===== config.mk =====
export PLATFORM = sky130hd
export DESIGN_NAME = rf_wr_arbiter
export DESIGN_NICKNAME = d
export VERILOG_FILES = /design/src/rtl/rf_wr_arbiter_pkg.sv /design/src/rtl/rf_wr_arbiter_rr_arb2.sv /design/src/rtl/rf_wr_arbiter.sv
export SDC_FILE = /design/constraint.sdc
export NUM_CORES = 1
export LEC_CHECK = 0
export ABC_AREA = 1
export CAP_MARGIN = 20
export CORE_MARGIN = 2
export CORE_UTILIZATION = 36
export CTS_CLUSTER_DIAMETER = 50
export DETAILED_ROUTE_END_ITERATION = 10
export GPL_TIMING_DRIVEN = 0
export PLACE_DENSITY = 0.85
export SLEW_MARGIN = 30
export SYNTH_ARGS = -nofsm -noshare
export SYNTH_HDL_FRONTEND = slang
export SYNTH_SLANG_ARGS = --single-unit

===== constraint.sdc =====
create_clock -name clk_i -period 1.4 [get_ports clk_i]
set_input_delay 0.28 -clock clk_i [delete_from_list [all_inputs] [get_ports clk_i]]
set_output_delay 0.28 -clock clk_i [all_outputs]
set_load 0.01 [all_outputs]

===== src/rtl/rf_wr_arbiter_pkg.sv =====
// Shared CPU definitions used by the register-file write arbiter: widths, register
// count and the requester index type.
package rf_wr_arbiter_pkg;

    localparam int REG_ADDR_W = 5;
    localparam int DATA_W     = 32;
    localparam int NUM_REGS   = 32;

    typedef logic [REG_ADDR_W-1:0] reg_addr_t;
    typedef logic [DATA_W-1:0]     reg_data_t;
    typedef logic [NUM_REGS-1:0]   reg_mask_t;

    typedef enum logic {
        REQ_WB = 1'b0,
        REQ_MC = 1'b1
    } req_idx_t;

    // Pointing at the multi-cycle unit after reset lets writeback win the first tie.
    localparam req_idx_t PTR_RESET = REQ_MC;

    function automatic reg_mask_t reg_onehot(input reg_addr_t addr);
        reg_mask_t one;
        one = {{(NUM_REGS-1){1'b0}}, 1'b1};
        return one << addr;
    endfunction

endpackage


===== src/rtl/rf_wr_arbiter_rr_arb2.sv =====
// Two-way round-robin grant: a lone request always wins, a tie goes to the
// requester that was not granted last.
module rr_arb2 (
    input  logic [1:0] req,
    input  logic       ptr,
    output logic [1:0] gnt
);

    always_comb begin
        gnt = 2'b00;
        unique case (req)
            2'b01:   gnt = 2'b01;
            2'b10:   gnt = 2'b10;
            2'b11:   gnt = ptr ? 2'b01 : 2'b10;
            default: gnt = 2'b00;
        endcase
    end

endmodule


===== src/rtl/rf_wr_arbiter.sv =====
// Register-file write-port arbiter between pipeline writeback and a multi-cycle unit.
// Optional pending-write scoreboard enabled by defining RF_WR_SCOREBOARD_EN.
module rf_wr_arbiter
    import rf_wr_arbiter_pkg::*;
#(
    parameter int NREQ = 2
) (
    input  logic      clk_i,
    input  logic      reset_n_i,
`ifdef RF_WR_SCOREBOARD_EN
    input  logic      issue_i,
    input  reg_addr_t issue_rd_i,
    output reg_mask_t busy_o,
`endif
    input  logic      wb_valid_i,
    input  reg_addr_t wb_wr_i,
    input  reg_data_t wb_wd_i,
    output logic      wb_ready_o,
    input  logic      mc_valid_i,
    input  reg_addr_t mc_wr_i,
    input  reg_data_t mc_wd_i,
    output logic      mc_ready_o,
    output logic      rf_we_o,
    output reg_addr_t rf_wr_o,
    output reg_data_t rf_wd_o
);

    logic [NREQ-1:0] req;
    logic [NREQ-1:0] gnt;
    req_idx_t        last_gnt;
    req_idx_t        gnt_idx;
    logic            any_gnt;
    reg_addr_t       sel_wr;
    reg_data_t       sel_wd;

    assign req = {mc_valid_i, wb_valid_i};

    rr_arb2 u_arb (
        .req (req),
        .ptr (last_gnt),
        .gnt (gnt)
    );

    assign wb_ready_o = gnt[REQ_WB];
    assign mc_ready_o = gnt[REQ_MC];
    assign any_gnt    = |gnt;
    assign gnt_idx    = gnt[REQ_MC] ? REQ_MC : REQ_WB;
    assign sel_wr     = (gnt_idx == REQ_MC) ? mc_wr_i : wb_wr_i;
    assign sel_wd     = (gnt_idx == REQ_MC) ? mc_wd_i : wb_wd_i;

    always_ff @(posedge clk_i or negedge reset_n_i) begin
        if (!reset_n_i) begin
            last_gnt <= PTR_RESET;
        end else if (any_gnt) begin
            last_gnt <= gnt_idx;
        end
    end

    // Register 0 is hardwired, so its writes are accepted but never strobed.
    always_ff @(posedge clk_i or negedge reset_n_i) begin
        if (!reset_n_i) begin
            rf_we_o <= 1'b0;
            rf_wr_o <= '0;
            rf_wd_o <= '0;
        end else if (any_gnt) begin
            rf_we_o <= (sel_wr != '0);
            rf_wr_o <= sel_wr;
            rf_wd_o <= sel_wd;
        end else begin
            rf_we_o <= 1'b0;
        end
    end

`ifdef RF_WR_SCOREBOARD_EN
    reg_mask_t busy_q;
    reg_mask_t set_mask;
    reg_mask_t clr_mask;
    reg_mask_t busy_next;

    // A new issue outranks a retiring write to the same register.
    always_comb begin
        set_mask     = issue_i ? reg_onehot(issue_rd_i) : '0;
        clr_mask     = any_gnt ? reg_onehot(sel_wr) : '0;
        busy_next    = (busy_q & ~clr_mask) | set_mask;
        busy_next[0] = 1'b0;
    end

    always_ff @(posedge clk_i or negedge reset_n_i) begin
        if (!reset_n_i) begin
            busy_q <= '0;
        end else begin
            busy_q <= busy_next;
        end
    end

    assign busy_o = busy_q;
`endif

endmodule


Word-level counts from Yosys, hierarchy flattened
Cells that the tools add are included.
{ "classes": {"n_eq_ne": 3, "reduce_logical": 2, "muxes": 6} }
{ "ops": {"columns": ["operator", "count"], "rows": [
  ["$mux W32", 1],
  ["$pmux W2 S3", 1],
  ["$mux W5", 1],
  ["$reduce_bool A5 Y1", 1],
  ["$eq A2 B2 Y1 const B", 2],
  ["$eq A2 B1 Y1 const B", 1],
  ["$mux W1", 2],
  ["$mux W2", 1],
  ["$reduce_or A2 Y1", 1]
]} }
{ "totals": {"register_bits": 39, "inputBits": 78} }

Logic depth before layout (Yosys ltp)
Gate-level depths: netlist of run 1.
{ "depth": {"ltp_word": 6, "mapped_depth": 8, "ltp_nobuf": 7} }

By module
From an unflattened synthesis of run 1, not the netlist that was laid out.
{ "unflattened": {"hier_cells": 226, "area_unflattened_um2": 1813.0} }
{ "by_module_without_submodules": {"columns": ["module", "instances", "area_each_um2", "cells_per_inst", "seq_area_each_um2"], "rows": [
  ["rf_wr_arbiter", 1, 1791.7, 221, 977.2],
  ["rr_arb2", 1, 21.3, 5, 0.0]
]} }

Least setup slack after synthesis of run 1
No wires, ideal clock.
{ "synth_path": {"kind": "register to register", "startpoint": "register last_gnt", "endpoint": "register rf_we_o", "t_required_ns": 1.269, "setup_ns": 0.131, "arrival_time_ns": 1.106, "setup_slack_ns": 0.162, "path_stages_with_launch": 9, "path_cell_list": "dfstp_2 > nand2_2 > nand2_2 > buf_6 > nand2_1 > o21ai_1 > nand2_1 > nor2_1 > nor2_1"} }
{ "synth_via": {"elab_chain_cells": 6} }
{ "synth_lines": {"columns": ["element", "line", "source"], "rows": [
  ["start, declared", "rf_wr_arbiter.sv:30", "req_idx_t last_gnt;"],
  ["start signal, assigned", "rf_wr_arbiter.sv:55", "last_gnt <= gnt_idx;"],
  ["$mux W2 *", "rf_wr_arbiter_rr_arb2.sv:14", "2'b11: gnt = ptr ? 2'b01 : 2'b10;"],
  ["$pmux W2 S3 *", "rf_wr_arbiter_rr_arb2.sv:11", "unique case (req)"],
  ["$mux W1", "rf_wr_arbiter.sv:47", "assign gnt_idx = gnt[REQ_MC] ? REQ_MC : REQ_WB;"],
  ["$mux W5", "rf_wr_arbiter.sv:48", "assign sel_wr = (gnt_idx == REQ_MC) ? mc_wr_i : wb_wr_i;"],
  ["$reduce_bool A5 Y1", "rf_wr_arbiter.sv:66", "rf_we_o <= (sel_wr != '0);"],
  ["$mux W1 *", "rf_wr_arbiter.sv:65", "end else if (any_gnt) begin"],
  ["end signal, assigned", "rf_wr_arbiter.sv:66", null],
  ["end, declared", "rf_wr_arbiter.sv:23", "output logic rf_we_o,"]
]} }
Mark *: on every way between the ends. The rest lies on a longest branch, timed or not.
A chain may end at the register's enable or synchronous reset.

Worst setup path in the final report of run 1
{ "layout_path": {"startpoint": "register last_gnt", "endpoint": "output port mc_ready_o"} }
{ "layout_via": {"elab_chain_cells": 2} }
{ "layout_lines": {"columns": ["element", "line", "source"], "rows": [
  ["$mux W2", "rf_wr_arbiter_rr_arb2.sv:14", null],
  ["$pmux W2 S3", "rf_wr_arbiter_rr_arb2.sv:11", null],
  ["end, declared", "rf_wr_arbiter.sv:22", "output logic mc_ready_o,"]
]} }
No other way between the ends.

==> results.toml, run 1 <==
[global_routing]
grt_pass1_wl_um = 9160
grt_pass1_vias = 2061
grt_max_degree = 22
antenna_found_initial = 0
grtUsageTotal = 0.216
grt_overflow = 0

[power]
p_total_w = 0.00291
p_per_area_nw_per_um2 = 900
p_sw_w = 0.000831
p_seq_frac = 0.456
comb_power_share = 0.293
switching_share = 0.286
leakage_nw = 1.44
clock_power_share = 0.251
vdd_drop_max_mv = 0.604
p_int_w = 0.00208

[floorplan]
die_h_um = 74.7
io_pins = 118
start_util = 0.378
num_rows = 25
dieWidth_um = 74.7
coreArea_um2 = 4750
die-area_um2 = 5580

[setup_path]
worst_setup_path_end_kind = "output port"
cp-start-kind = "flop"
critPathArrivalTime_ps = 1240
r2r_cells = 9
cp-startpoint = "last_gnt"
r2r-start = "last_gnt"
cp_max_fo = 2
required_ps = 1120
worstSetupPathType = "flop to output port"

[routing]
top_layer = "met4"
routed_wl_um = 5690
drt_pass1_iterations = 4
wl_met2_um = 2840
vias = 2005
wl_met1_um = 2260
met3_length_um = 516
drc = 0
viasPerCell = 4.74
drt-wirelength-per-cell_um = 13.4
drtAntennaViolNets = 0
drtIter0Drc = 80

[clock_tree]
h-tree-depth = 2
clock_path_buffers = 2
clkLatencyLatePin_ps = 290
root_buffer = "clkbuf_8"
numCtsBuffers = 5
cts_num_sinks = 39
cts.reportedPaths.clkPinSlew_ps = 70
cts_tree = "yes"

[timing]
tightest_slew_ps = 526
hold_viol_final = 0
fin_hold_ws_ps = 448
skew_ps = 6.13
clock.fmax_ghz = 0.657
slew_viol_final = 0
fin_ws_ps = -123
period_needed_ps = 1520
fin_setup_tns_ps = -279
finalCritPeriodShare = 1.09
maxSlewHeadroom = 0.649
finalSetupViolations = 3
rsz0062_at_grt = "yes"

[placed_design]
dp_hpwl_um = 4250
portBuffers = 117
gp_congestion = 0.739
post_dp_cell_area_um2 = 3080
place_worst_setup_slack_ps = -829

[outcome]
failed_checks = "negative setup slack"
status = "complete, but fails checks"

[cells_and_area]
diodes = 0
mostFrequentLayoutCells = "74 x clkdlybuf4s50_1, 46 x nand2_1, 40 x dlygate4sd2_1"
layout_commonest_cell = "clkdlybuf4s50_1"
area_growth_pct = 79.7
fin_nets = 433
finalInstanceArea_um2 = 3230
drive_above_1_share = 0.124

[logic_synthesis]
syn_area_um2 = 1800
avgSynthCellArea_um2 = 8.06
synth_warnings = 0
synth_cell_types = 16
seq_area_frac_synth = 0.543
ys_seq_elements = 39
syn_nets = 301
postSynthCellCount = 223

[worst_hold_path]
hp-class = "primary input to flop"
hp-start = "wb_valid_i"
hold_depth = 2

[flow_run]
drv_cap = 0
worst max-delay path, stage by stage (launching register included):
cell and delay [ps]:
dfstp_2 560, nand2_4 60, nand2_4 80, inv_4 30, buf_6 110, buf_6 110
synthesized netlist by cell type:
master,number,share of area
nor2_1,34,0.071
nand2_2,2,0.0070
nand3b_1,1,0.0042
o21ai_0,39,0.11
dfrtp_1,38,0.53
buf_2,11,0.031
clkbuf_1,2,0.0042
nand3_1,3,0.0083
o21ai_1,33,0.092
dfstp_2,1,0.015
buf_6,1,0.0063
nand2_1,46,0.096
inv_2,2,0.0042
inv_1,8,0.017
a21boi_0,1,0.0042
nor2_2,1,0.0035
area by class of cell:
| cell class | instances | area, um^2 |
|---|---|---|
| clock buffer | 7 | 76.3 |
| inverter | 10 | 40.0 |
| buffer | 14 | 114 |
| multi-input combinational | 160 | 741 |
| timing repair buffer | 125 | 1190 |
| sequential | 39 | 977 |
| clock inverter | 1 | 5.00 |
| tap | 67 | 83.8 |
| fill | 429 | 1520 |
timing repair:
action | CTS | global route
gates cloned | 1 | 0
setup endpoints to repair | 71 | 33
hold buffers | 1 | 0
resized for setup | 56 | 29
pin swaps | 0 | 5
endpoints found under the hold margin | 20 | 0
setup buffers | 5 | 0
final timing paths:
kind                                     to  slack (ps)
worst min register to register  rf_wd_o[10]         480
worst min-delay path               last_gnt         450
worst max register to register      rf_we_o         -40
min in group asynchronous        rf_wd_o[0]         510
max in group asynchronous          last_gnt         340
worst max-delay path             mc_ready_o        -120
metal layers:
layer  GRT usage  vias to the layer above
li1            -                      993
met1       0.261                      918
met2       0.373                       85
met3      0.0669                        9
met4      0.0635                        0
met5           0                        -
logic make-up after synthesis:
kind of cell	after synthesis	synth area share
flops	39	0.543
simple gates	87	0.190
buf+inv	24	0.0619
compound gates	73	0.205
sequential cells by signal (all words and copies together) (netlist names):
| name | count |
|---|---|
| rf_we_o | 1 |
| last_gnt | 1 |
| rf_wd_o | 32 |
| rf_wr_o | 5 |
stage by stage:
stage                     std cells  utilization
after floorplan                 223            -
after global placement          407        0.642
after detailed placement        408        0.647
after CTS                       423        0.668
after global routing            423        0.680
final                           423        0.680
power groups by stage:
stage / clock network (W) / registers, W / logic [W]
2_1_floorplan: 0 / 0.00141 / 0.000237
6_report: 0.000731 / 0.00133 / 0.000852
4_1_cts: 0.000743 / 0.00133 / 0.000835
3_5_place_dp: 0 / 0.00135 / 0.000893
5_1_grt: 0.000780 / 0.00134 / 0.000945
3_3_place_gp: 0 / 0.00134 / 0.000870
Power figures use the tool's default switching activity.
==> inputs of run 2 (changes only) <==
--- a/config.mk
+++ b/config.mk
@@ -5,14 +5,14 @@
 export SDC_FILE = /design/constraint.sdc
 export NUM_CORES = 1
 export LEC_CHECK = 0
-export ABC_AREA = 1
+export ABC_AREA = 0
 export CAP_MARGIN = 20
 export CORE_MARGIN = 2
-export CORE_UTILIZATION = 36
+export CORE_UTILIZATION = 40
 export CTS_CLUSTER_DIAMETER = 50
 export DETAILED_ROUTE_END_ITERATION = 10
 export GPL_TIMING_DRIVEN = 0
-export PLACE_DENSITY = 0.85
+export PLACE_DENSITY = 0.86
 export SLEW_MARGIN = 30
 export SYNTH_ARGS = -nofsm -noshare
 export SYNTH_HDL_FRONTEND = slang
==> constraint.sdc (replaced) <==
create_clock -name clk_i -period 1.5 [get_ports clk_i]
set_input_delay 0.3 -clock clk_i [delete_from_list [all_inputs] [get_ports clk_i]]
set_output_delay 0.3 -clock clk_i [all_outputs]
set_load 0.01 [all_outputs]
==> results.toml, run 2 <==
[timing]
rsz0062_at_grt = "yes"
finalSetupViolations = 10
skew_ps = 8.77
slew_viol_final = 0
hold_viol_final = 0
period_needed_ps = 1580
maxSlewHeadroom = 0.668
tightest_slew_ps = 498
fin_ws_ps = -76.9
finalCritPeriodShare = 1.05
clock.fmax_ghz = 0.634

[power]
vdd_drop_max_mv = 0.377
comb_power_share = 0.341
p_int_w = 0.00242
leakage_nw = 1.78
p_per_area_nw_per_um2 = 855
clock_power_share = 0.278
p_sw_w = 0.000880
p_seq_frac = 0.382
switching_share = 0.267

[cells_and_area]
fin_cells = 418
drive_above_1_share = 0.179
fin_nets = 423
fill_cells = 444
layout_commonest_cell = "clkdlybuf4s50_1"
fin_util = 0.695
largest_register_ffs = 32
top_register = "rf_wd_o"
diodes = 0
mostFrequentLayoutCells = "79 x clkdlybuf4s50_1, 38 x dfrtp_1, 32 x nand2b_1, 32 x or2_1, 32 x a21o_1"
area_growth_pct = 66.7
reg_top3 = "rf_wd_o (32), rf_wr_o (5)"

[setup_path]
r2r-end = "rf_wd_o[28]"
endpoint = "wb_ready_o"
required_ps = 1200
cp-startpoint = "last_gnt"
cp_max_fo = 2
r2r-start = "last_gnt"
worstSetupPathType = "flop to output port"
critPathArrivalTime_ps = 1280
worst_setup_path_end_kind = "output port"
r2r_slack_ps = -50
r2r_cells = 6
cp-start-kind = "flop"

[clock_tree]
numCtsBuffers = 5
clock_path_buffers = 2
cts_num_sinks = 39
cts.reportedPaths.clkPinSlew_ps = 80
h-tree-depth = 2
cts_tree = "yes"
root_buffer = "clkbuf_8"
clkLatencyLatePin_ps = 290

[logic_synthesis]
synth_top_area_frac = 0.411
synth_edf_count = 0
synth_cell_types = 21
ys.flop_type = "dfrtp_1"
ys_seq_elements = 39
synthArstFlopShare = 1.00
synth_warnings = 0
synthTopCellsByCount = "38 x dfrtp_1, 32 x a21o_1, 32 x nand2b_1, 32 x or2_1, 21 x o221a_2"
syn_nets = 291
postSynthCellCount = 213
synth_area_leaders = "dfrtp_1 41%, a21o_1 10%, o221a_2 10%"
syn_area_um2 = 2310
yosysMostFrequentCell = "dfrtp_1"
avgSynthCellArea_um2 = 10.8
seq_area_frac_synth = 0.423
synth.largest_area_cell = "dfrtp_1"

[floorplan]
die-area_um2 = 6400
start_util = 0.417
dieWidth_um = 80.0
num_rows = 27
io_pins = 118
coreArea_um2 = 5540
die_h_um = 80.0

[routing]
drt_pass1_iterations = 4
drtAntennaViolNets = 0
routed_wl_um = 6800
viasPerCell = 5.29
drt-wirelength-per-cell_um = 16.3
drc = 0
vias = 2210
drtIter0Drc = 70

[worst_hold_path]
hp-class = "primary input to async pin"

[flow_run]
drv_cap = 0

[placed_design]
gp_congestion = 0.749
dp.cells = 403
dp_hpwl_um = 4860
portBuffers = 117

[global_routing]
grt_max_degree = 23
grtUsageMet1 = 0.270
busiest_layer = "met2"
grt_overflow = 0
grtUsageTotal = 0.213
antenna_found_initial = 0
grt_pass1_wl_um = 10600
met2_usage = 0.363
grt_pass1_vias = 2204
grtUsageMet3 = 0.0419

[outcome]
failed_checks = "negative setup slack"
status = "complete, but fails checks"
-- run 2: cell count changes after synthesis, moves of 5 or more --
| cell | change |
|---|---|
| a211o_1 | +5 |
| a21o_1 | +32 |
| buf_6 | +5 |
| inv_1 | -6 |
| nand2_1 | -46 |
| nand2b_1 | +32 |
| nor2_1 | -33 |
| nor2b_1 | +5 |
| o21ai_0 | -38 |
| o21ai_1 | -31 |
| o221a_1 | +16 |
| o221a_2 | +21 |
| or2_1 | +32 |
-- run 2: cell type report --
type	instances	area, um^2	area share
timing repair buffer	128	1340	0.348
multi-input combinational	152	1200	0.312
sequential	39	977	0.254
buffer	17	115	0.0299
tap	72	90.1	0.0234
clock buffer	6	82.6	0.0214
clock inverter	2	35.0	0.00909
inverter	2	7.51	0.00195
-- run 2: repair_timing --
item | in CTS | in global routing
buffers inserted | 9 | 0
cloned | 0 | 0
gates resized for setup | 23 | 33
hold buffers | 1 | 0
pin swaps | 1 | 0
endpoints found under the hold margin | 16 | 0
endpoints found under the setup margin | 34 | 63
-- run 2: per-layer routing --
metal	part of all wire	wire length, um
met4	0.011	77
met2	0.49	3360
met1	0.43	2900
met5	0	0
met3	0.068	460
-- run 2: worst min-delay path by stage --
stage	startpoint	slack [ps]	depth (start not counted)	to
CTS	reset_n_i	490	2	rf_wd_o[14]
global placement	rf_wd_o[24]	700	3	rf_wd_o[24]
finish	reset_n_i	500	2	rf_wd_o[14]
detailed placement	reset_n_i	270	1	rf_wd_o[27]
global route	reset_n_i	550	2	rf_wd_o[27]
floorplan	reset_n_i	4	0	rf_wd_o[0]
-- run 2: critical path: stages (launching register included) --
cell and delay [ps]:
dfstp_2 550, nand2b_4 130, nand2_4 50, buf_6 120
inv_2 40, buf_6 90
-- run 2: cell families (layout without fill, tap and decap cells) --
logic type,after synthesis,in the layout,synth area share
AO/OA/AOI/OAI,78,78,0.313
flip-flops,39,39,0.423
AND/OR/NAND/NOR,74,74,0.204
buffers and inverters,22,155,0.0606
-- run 2: metrics by stage --
step	area, um^2	setup slack (ps)	power, W	setup TNS, ps	hold slack, ps
floorplan	2310	31.9	0.00178	0	4.41
global placement	3570	-891	0.00237	-45310	696
detailed placement	3590	-806	0.00240	-11760	274
CTS	3780	-91.7	0.00335	-346	493
global route	3850	-135	0.00347	-770	545
finish	3850	-76.9	0.00330	-361	500
-- run 2: power groups by stage --
| stage | combinational (W) | clock, W | sequential, W |
|---|---|---|---|
| after floorplan | 0.000439 | 0 | 0.00134 |
| after global placement | 0.00110 | 0 | 0.00128 |
| after detailed placement | 0.00112 | 0 | 0.00128 |
| after CTS | 0.00116 | 0.000930 | 0.00126 |
| after global routing | 0.00121 | 0.000992 | 0.00127 |
| final | 0.00112 | 0.000915 | 0.00126 |
